[src/rtl/pic12f508_pkg.sv]
// Shared types and constants for the PIC12F508 model: pin drive encoding,
// instruction-cycle phases, OPTION bit positions and default pin masks.
package pic12f508_pkg;

    localparam int unsigned IO_PINS = 6;
    localparam int unsigned OPT_W   = 8;

    localparam logic [IO_PINS-1:0] INPUT_ONLY_MASK_DEF = 6'b001000;
    localparam logic [IO_PINS-1:0] TRIS_RESET_DEF      = 6'b111111;
    localparam logic [IO_PINS-1:0] PULLUP_MASK_DEF     = 6'b001011;
    localparam logic [OPT_W-1:0]   OPTION_RESET        = 8'hFF;

    localparam int unsigned OPT_GPPU_N = 6;
    localparam int unsigned OPT_T0CS   = 5;
    localparam int unsigned GP_T0CKI   = 2;

    typedef enum logic [1:0] {
        PS_FLOAT = 2'd0,
        PS_LOW   = 2'd1,
        PS_HIGH  = 2'd2
    } pin_state_t;

    typedef enum logic [1:0] {
        Q1 = 2'd0,
        Q2 = 2'd1,
        Q3 = 2'd2,
        Q4 = 2'd3
    } q_phase_t;

endpackage

[src/rtl/gpio_stage_reg.sv]
// Shadow register with pending flag; the shadow is copied to the live value
// on commit, and a write in the commit cycle itself is included.
module gpio_stage_reg
    import pic12f508_pkg::*;
#(
    parameter int unsigned   W         = 8,
    parameter logic [W-1:0]  RESET_VAL = '0
) (
    input  logic         clk,
    input  logic         rst,
    input  logic         we_i,
    input  logic [W-1:0] wdata_i,
    input  logic         commit_i,
    output logic [W-1:0] live_o,
    output logic [W-1:0] live_next_c
);

    logic [W-1:0] shadow_q, shadow_d;
    logic [W-1:0] live_q, live_d;
    logic         pending_q, pending_d;

    always_ff @(posedge clk or posedge rst) begin
        if (rst) begin
            shadow_q  <= RESET_VAL;
            live_q    <= RESET_VAL;
            pending_q <= 1'b0;
        end else begin
            shadow_q  <= shadow_d;
            live_q    <= live_d;
            pending_q <= pending_d;
        end
    end

    always_comb begin
        shadow_d  = shadow_q;
        pending_d = pending_q;
        live_d    = live_q;
        if (we_i) begin
            shadow_d  = wdata_i;
            pending_d = 1'b1;
        end
        if (commit_i) begin
            pending_d = 1'b0;
            if (we_i || pending_q) begin
                live_d = shadow_d;
            end
        end
    end

    assign live_o      = live_q;
    assign live_next_c = live_d;

endmodule

[src/rtl/gpio_drive.sv]
// GPIO output driver: stages GPIO/TRIS/OPTION writes, commits them once per
// instruction at Q4 and registers the resulting per-pin drive and pull-ups.
module gpio_drive
    import pic12f508_pkg::*;
#(
    parameter int unsigned          IO_PINS         = pic12f508_pkg::IO_PINS,
    parameter logic [IO_PINS-1:0]   INPUT_ONLY_MASK = INPUT_ONLY_MASK_DEF,
    parameter logic [IO_PINS-1:0]   TRIS_RESET      = TRIS_RESET_DEF,
    parameter logic [IO_PINS-1:0]   PULLUP_MASK     = PULLUP_MASK_DEF
) (
    input  logic                   clk,
    input  logic                   rst,
    input  logic                   gpio_we,
    input  logic [7:0]             gpio_wdata,
    input  logic                   tris_we,
    input  logic [7:0]             tris_wdata,
    input  logic                   option_we,
    input  logic [7:0]             option_wdata,
    output logic [1:0]             q_phase,
    output logic                   commit,
    output logic [IO_PINS-1:0]     latch,
    output logic [2*IO_PINS-1:0]   pin_state,
    output logic [IO_PINS-1:0]     pin_pu
);

    q_phase_t             phase_q, phase_d;
    logic                 commit_q;
    logic                 commit_now_c;
    logic [2*IO_PINS-1:0] pin_state_q, pin_state_d;
    logic [IO_PINS-1:0]   pin_pu_q, pin_pu_d;
    logic [IO_PINS-1:0]   oe_c;

    logic [IO_PINS-1:0]   gpio_live, gpio_nx;
    logic [IO_PINS-1:0]   tris_live_unused, tris_nx;
    logic [OPT_W-1:0]     opt_live_unused, opt_nx;
    logic                 unused_ok_c;

    always_ff @(posedge clk or posedge rst) begin
        if (rst) begin
            phase_q     <= Q1;
            commit_q    <= 1'b0;
            pin_state_q <= '0;
            pin_pu_q    <= '0;
        end else begin
            phase_q     <= phase_d;
            commit_q    <= (phase_d == Q4);
            pin_state_q <= pin_state_d;
            pin_pu_q    <= pin_pu_d;
        end
    end

    // Free-running Q1..Q4 instruction-cycle sequencer
    always_comb begin
        phase_d = phase_q;
        case (phase_q)
            Q1:      phase_d = Q2;
            Q2:      phase_d = Q3;
            Q3:      phase_d = Q4;
            Q4:      phase_d = Q1;
            default: phase_d = Q1;
        endcase
    end

    assign commit_now_c = (phase_q == Q4);

    gpio_stage_reg #(.W(IO_PINS), .RESET_VAL('0)) u_gpio (
        .clk         (clk),
        .rst         (rst),
        .we_i        (gpio_we),
        .wdata_i     (gpio_wdata[IO_PINS-1:0]),
        .commit_i    (commit_now_c),
        .live_o      (gpio_live),
        .live_next_c (gpio_nx)
    );

    gpio_stage_reg #(.W(IO_PINS), .RESET_VAL(TRIS_RESET)) u_tris (
        .clk         (clk),
        .rst         (rst),
        .we_i        (tris_we),
        .wdata_i     (tris_wdata[IO_PINS-1:0]),
        .commit_i    (commit_now_c),
        .live_o      (tris_live_unused),
        .live_next_c (tris_nx)
    );

    gpio_stage_reg #(.W(OPT_W), .RESET_VAL(OPTION_RESET)) u_option (
        .clk         (clk),
        .rst         (rst),
        .we_i        (option_we),
        .wdata_i     (option_wdata),
        .commit_i    (commit_now_c),
        .live_o      (opt_live_unused),
        .live_next_c (opt_nx)
    );

    // Drive is derived from the post-commit values so it lands with the latch
    always_comb begin
        oe_c        = '0;
        pin_state_d = '0;
        pin_pu_d    = '0;
        for (int unsigned i = 0; i < IO_PINS; i++) begin
            oe_c[i] = ~tris_nx[i] & ~INPUT_ONLY_MASK[i]
                    & ~(opt_nx[OPT_T0CS] & (i == GP_T0CKI));
            if (oe_c[i]) begin
                pin_state_d[2*i +: 2] = gpio_nx[i] ? PS_HIGH : PS_LOW;
            end else begin
                pin_state_d[2*i +: 2] = PS_FLOAT;
            end
            pin_pu_d[i] = ~opt_nx[OPT_GPPU_N] & PULLUP_MASK[i] & ~oe_c[i];
        end
    end

    assign unused_ok_c = ^{gpio_wdata[7:IO_PINS], tris_wdata[7:IO_PINS],
                           opt_nx[7], opt_nx[4:0], tris_live_unused, opt_live_unused};

    assign q_phase   = phase_q;
    assign commit    = commit_q;
    assign latch     = gpio_live;
    assign pin_state = pin_state_q;
    assign pin_pu    = pin_pu_q;

endmodule

[config.mk]
export PLATFORM = sky130hd
export DESIGN_NAME = gpio_drive
export DESIGN_NICKNAME = d
export VERILOG_FILES = /design/src/rtl/pic12f508_pkg.sv /design/src/rtl/gpio_stage_reg.sv /design/src/rtl/gpio_drive.sv
export SDC_FILE = /design/constraint.sdc
export NUM_CORES = 1
export LEC_CHECK = 0
export ABC_AREA = 1
export BUFFER_PORTS_ARGS = -buffer_cell sky130_fd_sc_hd__buf_2
export CAP_MARGIN = 20
export CORE_MARGIN = 5
export CORE_UTILIZATION = 45
export CTS_BUF_LIST = sky130_fd_sc_hd__clkbuf_4 sky130_fd_sc_hd__clkbuf_8
export CTS_CLUSTER_DIAMETER = 40
export DETAILED_ROUTE_END_ITERATION = 6
export PLACE_DENSITY = 0.73
export SLEW_MARGIN = 20
export SYNTH_ARGS = -nofsm -noshare
export SYNTH_HDL_FRONTEND = slang
export SYNTH_SLANG_ARGS = --single-unit
[constraint.sdc]
create_clock -name clk -period 1.47 [get_ports clk]
set_clock_uncertainty 0.1 [all_clocks]
set_input_delay 0.0735 -clock clk [delete_from_list [all_inputs] [get_ports clk]]
set_output_delay 0.0735 -clock clk [all_outputs]
set_load 0.1 [all_outputs]
# Yosys cells after proc, flatten, opt, wreduce, memory -nomap -nowiden
# Index checks and enable logic that the tools add are counted.
# classes
mux	26
reduce_logical	10
eq_ne	4
n_bitwise	6
# ops
cell	count
6-bit 2-to-1 mux	6
2-bit 2-to-1 mux	10
7-bit 2-to-1 mux	2
8-bit 2-to-1 mux	1
2-bit one-hot mux with 4 select lines	1
2-bit equality test, second input constant	3
1-bit 2-to-1 mux	6
2-bit AND reduction	3
2-bit nonzero test	3
1-bit AND	3
1-bit logical OR	3
1-bit NOT	3
2-bit by 1-bit equality test with 1-bit output, second input constant	1
2-bit logical NOT	1
# word_totals
register_bits	58
inputBits	29

# Depth between registers and ports, before layout
# logic_depth
depth_word	6
ltp_mapped	8
depth_no_buf	7

# Cells and area by module
# From an unflattened synthesis, not the netlist that was laid out.
# unflattened
hier_cells	239
area_unflattened_um2	2337.2
# by_module_without_submodules
mod	seq_area_each_um2	instances	area_per_inst_um2	cells_each
gpio_stage_reg (u_option)	445.4	1	698.2	73
gpio_drive	400.4	1	583.1	52
gpio_stage_reg (u_tris)	340.3	1	535.5	57
gpio_stage_reg (u_gpio)	325.3	1	520.5	57

# Worst setup path after synthesis
# OpenSTA, ideal clock, no wires.
# synth_path
kind	flip-flop to flip-flop
startpoint	register phase_q[1], in the netlist q_phase[1]
endpoint	register pin_state_q[0], in the netlist pin_state[0]
n_path_buf	0
setup_time_ps	120
path_stages_with_launch	7
slack_ps	-608
required_time_ps	1250
t_arrival_ps	1858
period_less_slack_ps	2078
cell_sequence	dfrtp_1 > ha_1 > inv_4 > nor2_8 > nand2_1 > o21ai_2 > nor2_1
# synth_via
elab_chain_cells	4
elab_cells_between_ends	5
# synth_rtl
element	line	text
from (decl)	gpio_drive.sv:26	q_phase_t phase_q, phase_d;
from (signal assigned)	gpio_drive.sv:45	phase_q <= phase_d;
2-bit equality test	gpio_drive.sv:64	assign commit_now_c = (phase_q == Q4);
6-bit 2-to-1 mux	gpio_stage_reg.sv:42	if (commit_i) begin
via gpio_nx[0]	gpio_drive.sv:33	logic [IO_PINS-1:0] gpio_live, gpio_nx;
2-bit 2-to-1 mux	gpio_drive.sv:105	pin_state_d[2*i +: 2] = gpio_nx[i] ? PS_HIGH : PS_LOW;
2-bit 2-to-1 mux	gpio_drive.sv:104	if (oe_c[i]) begin
via pin_state_d[0]	gpio_drive.sv:29	logic [2*IO_PINS-1:0] pin_state_q, pin_state_d;
to (signal assigned)	gpio_drive.sv:47	pin_state_q <= pin_state_d;
to (decl)	gpio_drive.sv:29	
# The timed path passes the listed nets, and every way through them passes these cells.
# A chain may end at the register's enable or synchronous reset.

# Worst setup path in the final report
# layout_path
startpoint	register phase_q[1], in the netlist q_phase[1]
endpoint	register pin_state_q[10], in the netlist pin_state[10]
# The elaborated chain is that of the path after synthesis.

==> impl_metrics.yaml <==
pwr:
  seqPwrFrac_pct: 44.6
  swShare_pct: 33.8
  p_int_uw: 2080
  leakagePower_uw: 0.00131
  p_switching_uw: 1060
  ir_drop_mv: 0.724
  p_clk_share_pct: 30.3
  powerDensity_mw_per_mm2: 1290
  p_comb_share_pct: 25.1
status:
  status: "finished clean"
finish:
  fillers: 330
  syn2layout_area_growth_pct: 32.1
  layout.nets: 282
  drive_gt1_share_pct: 35.1
  multiInputGateArea_sq_um: 597
  ff_latch_area_sq_mm: 0.00115
  num_antenna_cells: 0
logic_synthesis:
  synth-compound-area-share_pct: 6.10
  synth_fa_ha_area_share_pct: 2.03
  ys_warn_count: 0
  synth_top_area_cell: "dfrtp_1"
  ys_types: 21
  synth_edf_count: 0
  netlist_instances: 187
  ys_ff_latch: 45
  synth_top_area_share_pct: 42.0
  synth_top_family_by_area: "simple AND/OR/NAND/NOR gates"
  synth_mux_area_share_pct: 0
  ys_top_cells_by_count: "nand2_1 (67), dfrtp_1 (31), inv_1 (23)"
  syn-cell-area_sq_mm: 0.00185
  async_flop_share_pct: 100
  seq_area_frac_synth_pct: 62.0
  avgSynthCellArea_sq_um: 9.87
  synth_most_common_cell: "nand2_1"
  yosys.area_share.simple_pct: 21.4
  synth_area_leaders: "dfrtp_1 (42%), dfstp_2 (20%), nand2_1 (14%), inv_1 (4.7%), o21ai_2 (3.3%)"
  yosys.area_share.xor_xnor_pct: 0
  synthFlopType: "dfrtp_1"
clock_tree:
  cts_max_path_buffers: 2
  cts_tree: "built"
  htreeDepth: 2
  cts.clk_slew.worst_paths_ns: 0.09
  cts_buffers: 5
  tritoncts_num_sinks: 45
  clk_latency_ns: 0.29
  cts_root_buf: "clkbuf_8"
die:
  die_w_um: 74.0
  row_count: 23
  io_pins: 56
  core_sq_mm: 0.00400
  fp.dieH_um: 74.0
  start_util_pct: 46.1
  die-area_sq_mm: 0.00548
place:
  port_buffers: 39
  place_congestion: 0.782
  pre_cts_ws_ns: 0.0904
  post-dp-hpwl_um: 2260
critical_path:
  critPathLaunchType: "flop"
  rrSetupSlack_ns: 0.08
  crit_end: "pin_state[10]"
  cp.required_ns: 1.55
  cpPeakStageDelay_ns: 0.51
  reg2reg_from: "q_phase[1]"
  cp_slowest_cell: "dfrtp_4"
  crit_chain: "ha_4 -> o21ai_2 -> nand2_1 -> nand2_1 -> nor2_1"
  startpoint: "q_phase[1]"
  crit_buf_inv: 0
  cp_common_cell: "nand2_1"
  worst-path-max-fanout: 8
  rr_worst_depth: 5
  cp_top_family: "flip-flops"
  critical_path_arrival_ns: 1.47
  r2r_end: "pin_state[10]"
  worstSetupPathType: "reg2reg"
  crit_path_end_kind: "flop"
  cp_num_cells: 5
timing:
  fin_crit_sh_pct: 94.8
  final-max-slew-violation-count: 0
  setup_slack_ns: 0.0765
  min_period_ns: 1.39
  fin_setup_tns_ns: 0
  finalHoldViolations: 0
  setup_viol: 0
  rsz0062_at_grt: "false"
  max_freq_ghz: 0.718
route:
  drc: 0
  via_per_inst: 4.34
  via_count: 1305
  drtIter0Drc: 43
  wire_per_inst_um: 10.8
  drt_first_pass_iters: 4
  drtAntennaViolNets: 0
  totalWireLength_um: 3240
run:
  max-cap-violations: 0
worst_hold_path:
  hold_path_startpoint: "gpio_we"
  hold_path_class: "in2reg"
grt:
  grt_pass1_wl_um: 5240
  gr-total-overflow: 0
  grt_pass1_vias: 1178
  grt_max_degree: 46
  gr-usage-all-layers_pct: 12.6
  antenna_found_initial: 0
per-layer routing:
| metal | track usage (%) | share of wire (%) |
|---|---|---|
| met4 | 4.23 | 0.59 |
| met2 | 19.0 | 46 |
| met5 | 0 | 0 |
| met3 | 4.73 | 7.0 |
| met1 | 17.0 | 46 |
tightest hold or removal path, delay by kind of cell:
family / cells / cell delay [ns]
buf+inv: 1 / 0.16
simple gates: 2 / 0.14
cells in the final DEF (no fill, tap or decap):
| cell | n |
|---|---|
| nand2_1 | 65 |
| buf_2 | 39 |
| dfrtp_1 | 26 |
| inv_1 | 22 |
| dlygate4sd3_1 | 18 |
| nor2_1 | 15 |
| dfstp_2 | 14 |
| o21ai_2 | 7 |
| o21ai_0 | 6 |
| clkbuf_8 | 6 |
| conb_1 | 5 |
| nand2_2 | 3 |
| dfrtp_2 | 3 |
| nor2_2 | 2 |
| nor2_8 | 2 |
| ha_1 | 2 |
| dfrtp_4 | 2 |
| inv_6 | 1 |
| a31oi_1 | 1 |
| nor2_4 | 1 |
| or2_2 | 1 |
| o21ai_4 | 1 |
| nand2_4 | 1 |
| a21oi_1 | 1 |
| a21oi_2 | 1 |
| clkinv_1 | 1 |
| ha_4 | 1 |
| clkinvlp_4 | 1 |
| bufinv_16 | 1 |
| dlymetal6s4s_1 | 1 |
| buf_12 | 1 |
state kept, by name (all words and copies together), names as in the netlist, 3 cells and up:
signal,count
u_tris.shadow_q,5
pin_pu,3
u_gpio.live_o,6
pin_state,10
u_tris.live_o,5
u_gpio.shadow_q,6
kinds of logic (layout without fill, tap and decap cells):
group,after synthesis,in the layout
AND/OR/NAND/NOR,90,90
flip-flops,45,45
buffers and inverters,31,91
AO/OA/AOI/OAI,17,17
adder cells (fa/ha/maj),3,3
other,1,5
worst min-delay path by stage:
stage	to	slack, ns	depth (start not counted)
final	u_gpio.shadow_q[4]	0.02	3
after global routing	u_gpio.shadow_q[3]	0.01	3
after CTS	u_gpio.shadow_q[3]	0.009	3
after detailed placement	commit	0.03	3
after global placement	commit	0.02	3
after floorplan	u_option.shadow_q[6]	0.08	2
stage by stage:
stage / std cells / instance area [sq um] / hold slack (ns) / power, uW / utilization, %
CTS: 301 / 2420 / 0.00927 / 3170 / 60.5
global placement: 274 / 2110 / 0.0234 / 2160 / 52.7
detailed placement: 274 / 2110 / 0.0273 / 2170 / 52.7
finish: 301 / 2440 / 0.0201 / 3140 / 60.9
global route: 301 / 2440 / 0.0136 / 3290 / 60.9
floorplan: 191 / 1890 / 0.0773 / 2050 / -
area by class of cell:
type	count	area share (%)
Sequential cell	45	47.4
Multi-Input combinational cell	115	24.5
Timing Repair Buffer	59	16.7
Inverter	24	3.90
Clock buffer	6	3.39
Tap cell	50	2.57
Clock inverter	2	1.54
what timing repair did:
action	4_1_cts	5_1_grt
hold buffers	19	0
endpoints found under the hold margin	58	0
buffers inserted	0	0
endpoints found under the setup margin	0	4
resized for setup	0	5
power by group through the flow:
stage,Sequential [uW],Clock [uW],Combinational (uW)
after floorplan,1820,0,231
after global placement,1420,0,733
after detailed placement,1430,0,740
after CTS,1400,979,788
after global routing,1420,1040,834
final,1400,953,788
Note: power is estimated with default switching activity, not from simulation.
